### src/rtl/keypad_matrix_scanner_if.sv
// Key report handshake between the keypad scanner and its consumer.
// Signals:
//   keyValid - producer: keyCode holds an unconsumed press
//   keyCode  - producer: key index = column*4 + row
//   keyReady - consumer: accepts keyCode on an edge where keyValid && keyReady
// Modports: master = scanner (producer), slave = consumer.
interface keypad_matrix_scanner_if;
    logic       keyValid;
    logic [3:0] keyCode;
    logic       keyReady;

    modport master (
        output keyValid,
        output keyCode,
        input  keyReady
    );

    modport slave (
        input  keyValid,
        input  keyCode,
        output keyReady
    );
endinterface

### src/rtl/keypad_matrix_scanner.sv
// 4x4 key matrix scanner with debounce and valid/ready key reporting.
// One column is strobed low at a time. Rows are synchronised, then sampled at the end of each
// column slot. Each complete 4-column scan yields the lowest pressed key index or "none". A
// debounce FSM needs DEBOUNCE_SCANS identical scans to accept a press or a release.
// Ports:
//   clock, reset      - system clock, asynchronous active-high reset
//   rowPinInput       - matrix rows, active-low, asynchronous to clock
//   columnPinOutput   - matrix columns, active-low, exactly one low at a time
//   key_if (master)   - keyValid/keyCode/keyReady report handshake
//   keyPressed        - debounced "a key is held" level
//   keyOverrun        - one-cycle pulse when a press is dropped because keyValid was still set
//   segmentPinsOutput - 7-segment pattern for keyCode (only with KEYPAD_SEG_OUT_EN defined)
// Optional feature macro: KEYPAD_SEG_OUT_EN.
module keypad_matrix_scanner #(
    parameter int unsigned SCAN_TICKS     = 24000,
    parameter int unsigned DEBOUNCE_SCANS = 4
) (
    input  logic                     clock,
    input  logic                     reset,
    input  logic [3:0]               rowPinInput,
    output logic [3:0]               columnPinOutput,
    keypad_matrix_scanner_if.master  key_if,
    output logic                     keyPressed,
`ifdef KEYPAD_SEG_OUT_EN
    output logic                     keyOverrun,
    output logic [7:0]               segmentPinsOutput
`else
    output logic                     keyOverrun
`endif
);

    localparam int unsigned PrescW = (SCAN_TICKS > 1) ? $clog2(SCAN_TICKS) : 1;
    localparam int unsigned CntW   = $clog2(DEBOUNCE_SCANS + 1);

    localparam logic [PrescW-1:0] PrescLast = PrescW'(SCAN_TICKS - 1);
    localparam logic [CntW-1:0]   CntTarget = CntW'(DEBOUNCE_SCANS);
    localparam logic [CntW-1:0]   CntLast   = CntW'(DEBOUNCE_SCANS - 1);

    typedef enum logic [1:0] {
        StIdle,
        StDebPress,
        StHeld,
        StDebRel
    } state_e;

    // Row synchroniser
    logic [3:0] row_meta_q, row_sync_q;

    // Scan timing
    logic [PrescW-1:0] presc_q, presc_d;
    logic [1:0]        col_q, col_d;
    logic              tick;

    // Per-scan accumulation and the registered result of the last complete scan
    logic       scan_found_q, scan_found_d;
    logic [3:0] scan_key_q, scan_key_d;
    logic       scan_done_q, scan_done_d;
    logic       res_found_q, res_found_d;
    logic [3:0] res_key_q, res_key_d;

    // Debounce FSM; cand_q also holds the accepted key while in StHeld/StDebRel
    state_e          state_q, state_d;
    logic [3:0]      cand_q, cand_d;
    logic [CntW-1:0] cnt_q, cnt_d;
    logic            accept;
    logic            go_idle;

    // Outputs
    logic       valid_q, valid_d;
    logic [3:0] code_q, code_d;
    logic       pressed_q, pressed_d;
    logic       overrun_q, overrun_d;

    logic       col_hit;
    logic [1:0] col_row;

    assign tick            = (presc_q == PrescLast);
    assign columnPinOutput = ~(4'b0001 << col_q);

    // Lowest low row in the column currently strobed
    always_comb begin
        col_hit = 1'b0;
        col_row = 2'd0;
        for (int r = 3; r >= 0; r--) begin
            if (!row_sync_q[r]) begin
                col_hit = 1'b1;
                col_row = 2'(r);
            end
        end
    end

    // Prescaler, column advance and scan accumulation
    always_comb begin
        presc_d      = presc_q + PrescW'(1);
        col_d        = col_q;
        scan_found_d = scan_found_q;
        scan_key_d   = scan_key_q;
        scan_done_d  = 1'b0;
        res_found_d  = res_found_q;
        res_key_d    = res_key_q;
        if (tick) begin
            presc_d = '0;
            col_d   = col_q + 2'd1;
            // Columns are visited in ascending order, so the first hit is the lowest index.
            if (col_q == 2'd0) begin
                scan_found_d = col_hit;
                scan_key_d   = {col_q, col_row};
            end else if (!scan_found_q && col_hit) begin
                scan_found_d = 1'b1;
                scan_key_d   = {col_q, col_row};
            end
            if (col_q == 2'd3) begin
                scan_done_d = 1'b1;
                res_found_d = scan_found_d;
                res_key_d   = scan_key_d;
            end
        end
    end

    // Debounce FSM, stepped once per completed scan
    always_comb begin
        state_d = state_q;
        cand_d  = cand_q;
        cnt_d   = cnt_q;
        accept  = 1'b0;
        if (scan_done_q) begin
            unique case (state_q)
                StIdle: begin
                    if (res_found_q) begin
                        cand_d = res_key_q;
                        if (DEBOUNCE_SCANS == 1) begin
                            accept  = 1'b1;
                            state_d = StHeld;
                        end else begin
                            state_d = StDebPress;
                            cnt_d   = CntW'(1);
                        end
                    end
                end
                StDebPress: begin
                    if (!res_found_q) begin
                        state_d = StIdle;
                    end else if (res_key_q == cand_q) begin
                        if (cnt_q == CntLast) begin
                            accept  = 1'b1;
                            state_d = StHeld;
                            cnt_d   = CntTarget;
                        end else if (cnt_q != CntTarget) begin
                            cnt_d = cnt_q + CntW'(1);
                        end
                    end else begin
                        cand_d = res_key_q;
                        cnt_d  = CntW'(1);
                    end
                end
                StHeld: begin
                    if (!res_found_q) begin
                        if (DEBOUNCE_SCANS == 1) begin
                            state_d = StIdle;
                        end else begin
                            state_d = StDebRel;
                            cnt_d   = CntW'(1);
                        end
                    end else if (res_key_q != cand_q) begin
                        cand_d = res_key_q;
                        if (DEBOUNCE_SCANS == 1) begin
                            accept = 1'b1;
                        end else begin
                            state_d = StDebPress;
                            cnt_d   = CntW'(1);
                        end
                    end
                end
                StDebRel: begin
                    if (!res_found_q) begin
                        if (cnt_q == CntLast) begin
                            state_d = StIdle;
                            cnt_d   = CntTarget;
                        end else if (cnt_q != CntTarget) begin
                            cnt_d = cnt_q + CntW'(1);
                        end
                    end else if (res_key_q == cand_q) begin
                        state_d = StHeld;
                    end else begin
                        state_d = StDebPress;
                        cand_d  = res_key_q;
                        cnt_d   = CntW'(1);
                    end
                end
                default: state_d = StIdle;
            endcase
        end
    end

    assign go_idle = (state_d == StIdle) && (state_q != StIdle);

    // Report handshake: a consume on the accepting edge frees the slot for the new code.
    always_comb begin
        valid_d   = valid_q;
        code_d    = code_q;
        pressed_d = pressed_q;
        overrun_d = 1'b0;
        if (valid_q && key_if.keyReady) begin
            valid_d = 1'b0;
        end
        if (accept) begin
            pressed_d = 1'b1;
            if (!valid_q || key_if.keyReady) begin
                valid_d = 1'b1;
                code_d  = cand_d;
            end else begin
                overrun_d = 1'b1;
            end
        end else if (go_idle) begin
            pressed_d = 1'b0;
        end
    end

    always_ff @(posedge clock or posedge reset) begin
        if (reset) begin
            row_meta_q   <= 4'b1111;
            row_sync_q   <= 4'b1111;
            presc_q      <= '0;
            col_q        <= 2'd0;
            scan_found_q <= 1'b0;
            scan_key_q   <= 4'd0;
            scan_done_q  <= 1'b0;
            res_found_q  <= 1'b0;
            res_key_q    <= 4'd0;
            state_q      <= StIdle;
            cand_q       <= 4'd0;
            cnt_q        <= '0;
            valid_q      <= 1'b0;
            code_q       <= 4'd0;
            pressed_q    <= 1'b0;
            overrun_q    <= 1'b0;
        end else begin
            row_meta_q   <= rowPinInput;
            row_sync_q   <= row_meta_q;
            presc_q      <= presc_d;
            col_q        <= col_d;
            scan_found_q <= scan_found_d;
            scan_key_q   <= scan_key_d;
            scan_done_q  <= scan_done_d;
            res_found_q  <= res_found_d;
            res_key_q    <= res_key_d;
            state_q      <= state_d;
            cand_q       <= cand_d;
            cnt_q        <= cnt_d;
            valid_q      <= valid_d;
            code_q       <= code_d;
            pressed_q    <= pressed_d;
            overrun_q    <= overrun_d;
        end
    end

    assign key_if.keyValid = valid_q;
    assign key_if.keyCode  = code_q;
    assign keyPressed      = pressed_q;
    assign keyOverrun      = overrun_q;

`ifdef KEYPAD_SEG_OUT_EN
    logic [7:0] seg_q, seg_d;

    always_comb begin
        unique case (code_d)
            4'd0:    seg_d = 8'h3F;
            4'd1:    seg_d = 8'h21;
            4'd2:    seg_d = 8'h5B;
            4'd3:    seg_d = 8'h73;
            4'd4:    seg_d = 8'h65;
            4'd5:    seg_d = 8'h76;
            4'd6:    seg_d = 8'h7E;
            4'd7:    seg_d = 8'h23;
            4'd8:    seg_d = 8'h7F;
            4'd9:    seg_d = 8'h77;
            default: seg_d = 8'h40;
        endcase
    end

    // Only reload with keyCode so the pattern tracks the reported code.
    always_ff @(posedge clock or posedge reset) begin
        if (reset) begin
            seg_q <= 8'h00;
        end else if (code_d != code_q || (accept && valid_d && !valid_q)) begin
            seg_q <= seg_d;
        end
    end

    assign segmentPinsOutput = seg_q;
`endif

endmodule

### src/flat_wrapper.sv
// flat-port wrapper written by rule: the top's interface ports become plain ports
module keypad_matrix_scanner_flat 
#(
    parameter int unsigned SCAN_TICKS     = 24000,
    parameter int unsigned DEBOUNCE_SCANS = 4
)
  (clock, reset, rowPinInput, columnPinOutput, keyPressed, keyOverrun, key_if_keyValid, key_if_keyCode, key_if_keyReady);
  keypad_matrix_scanner_if key_if_i ();
  input  logic clock;
  input  logic reset;
  input  logic [3:0] rowPinInput;
  output logic [3:0] columnPinOutput;
  output logic keyPressed;
  output logic keyOverrun;
  output wire logic [$bits(key_if_i.keyValid)-1:0] key_if_keyValid;
  output wire logic [$bits(key_if_i.keyCode)-1:0] key_if_keyCode;
  input wire logic [$bits(key_if_i.keyReady)-1:0] key_if_keyReady;
  assign key_if_keyValid = key_if_i.keyValid;
  assign key_if_keyCode = key_if_i.keyCode;
  assign key_if_i.keyReady = key_if_keyReady;
  keypad_matrix_scanner #(.SCAN_TICKS(SCAN_TICKS), .DEBOUNCE_SCANS(DEBOUNCE_SCANS)) u_core (.clock(clock), .reset(reset), .rowPinInput(rowPinInput), .columnPinOutput(columnPinOutput), .key_if(key_if_i), .keyPressed(keyPressed), .keyOverrun(keyOverrun));
endmodule
### config.mk
export PLATFORM = sky130hd
export DESIGN_NAME = keypad_matrix_scanner_flat
export DESIGN_NICKNAME = d
export VERILOG_FILES = /design/src/rtl/keypad_matrix_scanner_if.sv /design/src/rtl/keypad_matrix_scanner.sv /design/src/flat_wrapper.sv
export SDC_FILE = /design/constraint.sdc
export NUM_CORES = 1
export LEC_CHECK = 0
export ABC_CLOCK_PERIOD_IN_PS = 4000
export CORE_UTILIZATION = 62
export CTS_CLUSTER_DIAMETER = 60
export DETAILED_ROUTE_END_ITERATION = 16
export PLACE_DENSITY = 0.95
export SLEW_MARGIN = 20
export SYNTH_ARGS = -nofsm -noshare
export SYNTH_HDL_FRONTEND = slang
export SYNTH_SLANG_ARGS = --single-unit
### constraint.sdc
create_clock -name clock -period 4 [get_ports clock]
set_input_delay 0.8 -clock clock [delete_from_list [all_inputs] [get_ports clock]]
set_output_delay 0.8 -clock clock [all_outputs]
set_load 0.01 [all_outputs]
==> flow_summary.toml <==
[run_status]
status = "complete, no violations"

[logic_synthesis]
synth_top_cell_by_area = "dfrtp_1"
synth_top_cells_by_count = "44 x dfrtp_1, 17 x mux2_2, 14 x nand2_1, 14 x nor2_1, 13 x inv_1"
seq_area_frac_synth_pct = 51.9
syn-cell-area_um2 = 2530
synth_enable_flop_cells = 0
synth-seq-cells = 52
synth_ff_type = "dfrtp_1"
synth_top_area_share_pct = 43.6
syn_inst = 224
yosysMostFrequentCell = "dfrtp_1"
synth_area_leaders = "dfrtp_1 44%, dfstp_2 8.3%, mux2_2 7.6%"
synthesis.nets = 239
syn_area_per_cell_um2 = 11.3
synth-warning-count = 0
async_flop_share_pct = 100
synth.distinct_cells = 45

[grt]
grt_pass1_wl_mm = 7.33
antenna_found_initial = 0
grt_overflow = 0
grt_max_degree = 53
grt_usage_pct = 23.0
first_global_vias = 1598

[floorplanning]
die_y_um = 65.8
io_pins = 18
die-area_um2 = 4340
core_area_um2 = 3770
start_util_pct = 67.0
die_w_um = 65.8
rows = 22

[clock_tree]
post-cts-setup-buffers = 0
clock_latency_ps = 300
cts-root-buf = "clkbuf_8"
post_cts_resized = 0
htree_levels = 2
cts_buffers = 5
cts_tree = "yes"
cts.sinks = 52
clk_path_buf_depth = 2
clkSlewWorstSetupHoldPaths_ps = 80
holdBufCountCts = 0

[sta]
clock_skew_ps = 5.03
setup_tns_ps = 0
max_freq_mhz = 393
drv_slew = 0
slew_headroom_pct = 34.5
finalCritPeriodShare_pct = 63.5
tightest_slew_ps = 979
finalHoldViolations = 0
setup_viol = 0
min_period_ps = 2540
rsz0062_at_grt = "false"

[power]
internal_power_w = 0.000678
p_clk_share_pct = 34.9
seq_power_share_pct = 62.8
p_leak_nw = 1.31
power-per-cell-area_nw_per_um2 = 302
irDropWorstVdd_mv = 0.280
power.switching_w = 0.000174
swShare_pct = 20.4
combPwrFrac_pct = 2.3
total_power_w = 0.000852

[cells_and_area]
postLayoutCoreUtil_pct = 74.8
finalInstanceArea_um2 = 2820
drive_above_1_share_pct = 18.6
area_delta_synth_final_pct = 11.5
diodes = 0
nNetsFinal = 256

[setup_path]
arrival_ps = 1740
critical_path_class = "register to output pin"
cp-start-kind = "register"
cp.required_ps = 3200
rrSetupSlack_ps = 1820
critPathMaxFanout = 5
crit_path_end_kind = "output pin"

[place]
placed_cell_area_um2 = 2730
place_congestion = 0.848
dp_hpwl_mm = 3.10
io_buffers = 17

[drt]
drcViolationCount = 0
drtIter0Drc = 232
ant_nets = 0
route.detailed.wl_per_inst_um = 15.1
dr.pass1.iters = 4
routed_wl_mm = 4.37
routed_via_density = 5.90
vias = 1711

[job]
drv_cap = 0

[worst_hold_path]
hp-class = "register to register"
==> kinds of logic after synthesis <==
group                    Yosys count  share of synthesized area (%)
buffers and inverters             21                           3.52
AND/OR/NAND/NOR                   77                           17.0
adder cells (fa/ha/maj)            8                           3.96
flip-flops                        52                           51.9
XOR/XNOR                          15                           5.20
multiplexers                      22                           10.5
AO/OA/AOI/OAI                     29                           7.87
==> cell usage in the layout (no fill, tap or decap), types with 2 or more instances in the layout <==
master / count
o21ai_0: 6
and2_1: 2
o211ai_1: 5
inv_1: 12
a21oi_1: 4
clkdlybuf4s50_1: 17
nand3_1: 11
nand2b_1: 3
xnor2_1: 6
clkbuf_8: 6
xor2_1: 9
mux2_4: 5
clkinv_2: 3
a31oi_1: 3
nor3_1: 5
nand4_1: 4
mux2_2: 17
o31ai_1: 2
nor4_1: 4
dfstp_2: 8
nand2_1: 14
nor2_1: 14
dfrtp_1: 44
nor2b_1: 9
ha_1: 8
==> final cells by class <==
cell class | count | area [um^2]
inverter | 13 | 50.0
tap | 48 | 60.1
clock inverter | 2 | 10.0
multi-input combinational | 151 | 1130
sequential | 52 | 1310
fill | 236 | 952
clock buffer | 6 | 82.6
timing repair buffer | 18 | 178
==> metrics by stage <==
stage / hold WS (ps) / setup WS, ps / std cells
2_1_floorplan: 345 / 1960 / 224
4_1_cts: 364 / 1450 / 290
3_5_place_dp: 351 / 1790 / 282
5_1_grt: 367 / 1340 / 290
3_3_place_gp: 346 / 1860 / 282
6_report: 363 / 1460 / 290
==> power by group through the flow <==
stage          clock network, W  logic [W]  registers, W
6_report               0.000297  0.0000195      0.000535
5_1_grt                0.000327  0.0000226      0.000536
4_1_cts                0.000306  0.0000204      0.000535
3_5_place_dp                  0  0.0000204      0.000545
3_3_place_gp                  0  0.0000197      0.000545
2_1_floorplan                 0  0.0000111      0.000544
==> path summary, 6_finish.rpt <==
check | to | cells past startpoint | start
max | columnPinOutput[0] | 4 | u_core.col_q[0]$_DFFE_PP0N_
min | u_core.row_sync_q[2]$_DFF_PP1_ | 0 | u_core.row_meta_q[2]$_DFF_PP1_
max reg2reg | u_core.scan_key_q[1]$_DFFE_PP0N_ | 4 | u_core.presc_q[7]$_DFF_PP0_
min reg2reg | u_core.row_sync_q[2]$_DFF_PP1_ | 0 | u_core.row_meta_q[2]$_DFF_PP1_
max in group asynchronous | u_core.cand_q[1]$_DFF_PP0_ | 2 | reset
min in group asynchronous | u_core.presc_q[13]$_DFF_PP0_ | 2 | reset
==> layer usage <==
layer	wire length, um	up-vias	GRT usage, %
li1	-	818	-
met4	42	0	7.34
met3	161	4	6.21
met5	0	-	0
met1	1860	844	28.1
met2	2300	45	39.4
==> critical path, stage by stage, from the launching register on <==
cell and delay, ps:
dfrtp_1 440, inv_1 120, ha_1 230, inv_1 110
clkdlybuf4s50_1 550
==> sequential cells by signal, indices dropped and copies added, names as in the netlist <==
register                flops
u_core.state_q              2
u_core.cnt_q                3
u_core.scan_done_q          1
u_core.res_key_q            4
u_core.keyOverrun           1
u_core.scan_found_q         1
u_core.scan_key_q           4
u_core.key_if.keyCode       4
u_core.key_if.keyValid      1
u_core.keyPressed           1
u_core.presc_q             15
u_core.row_meta_q           4
u_core.res_found_q          1
u_core.row_sync_q           4
u_core.col_q                2
u_core.cand_q               4
(Power assumes the default switching activity.)
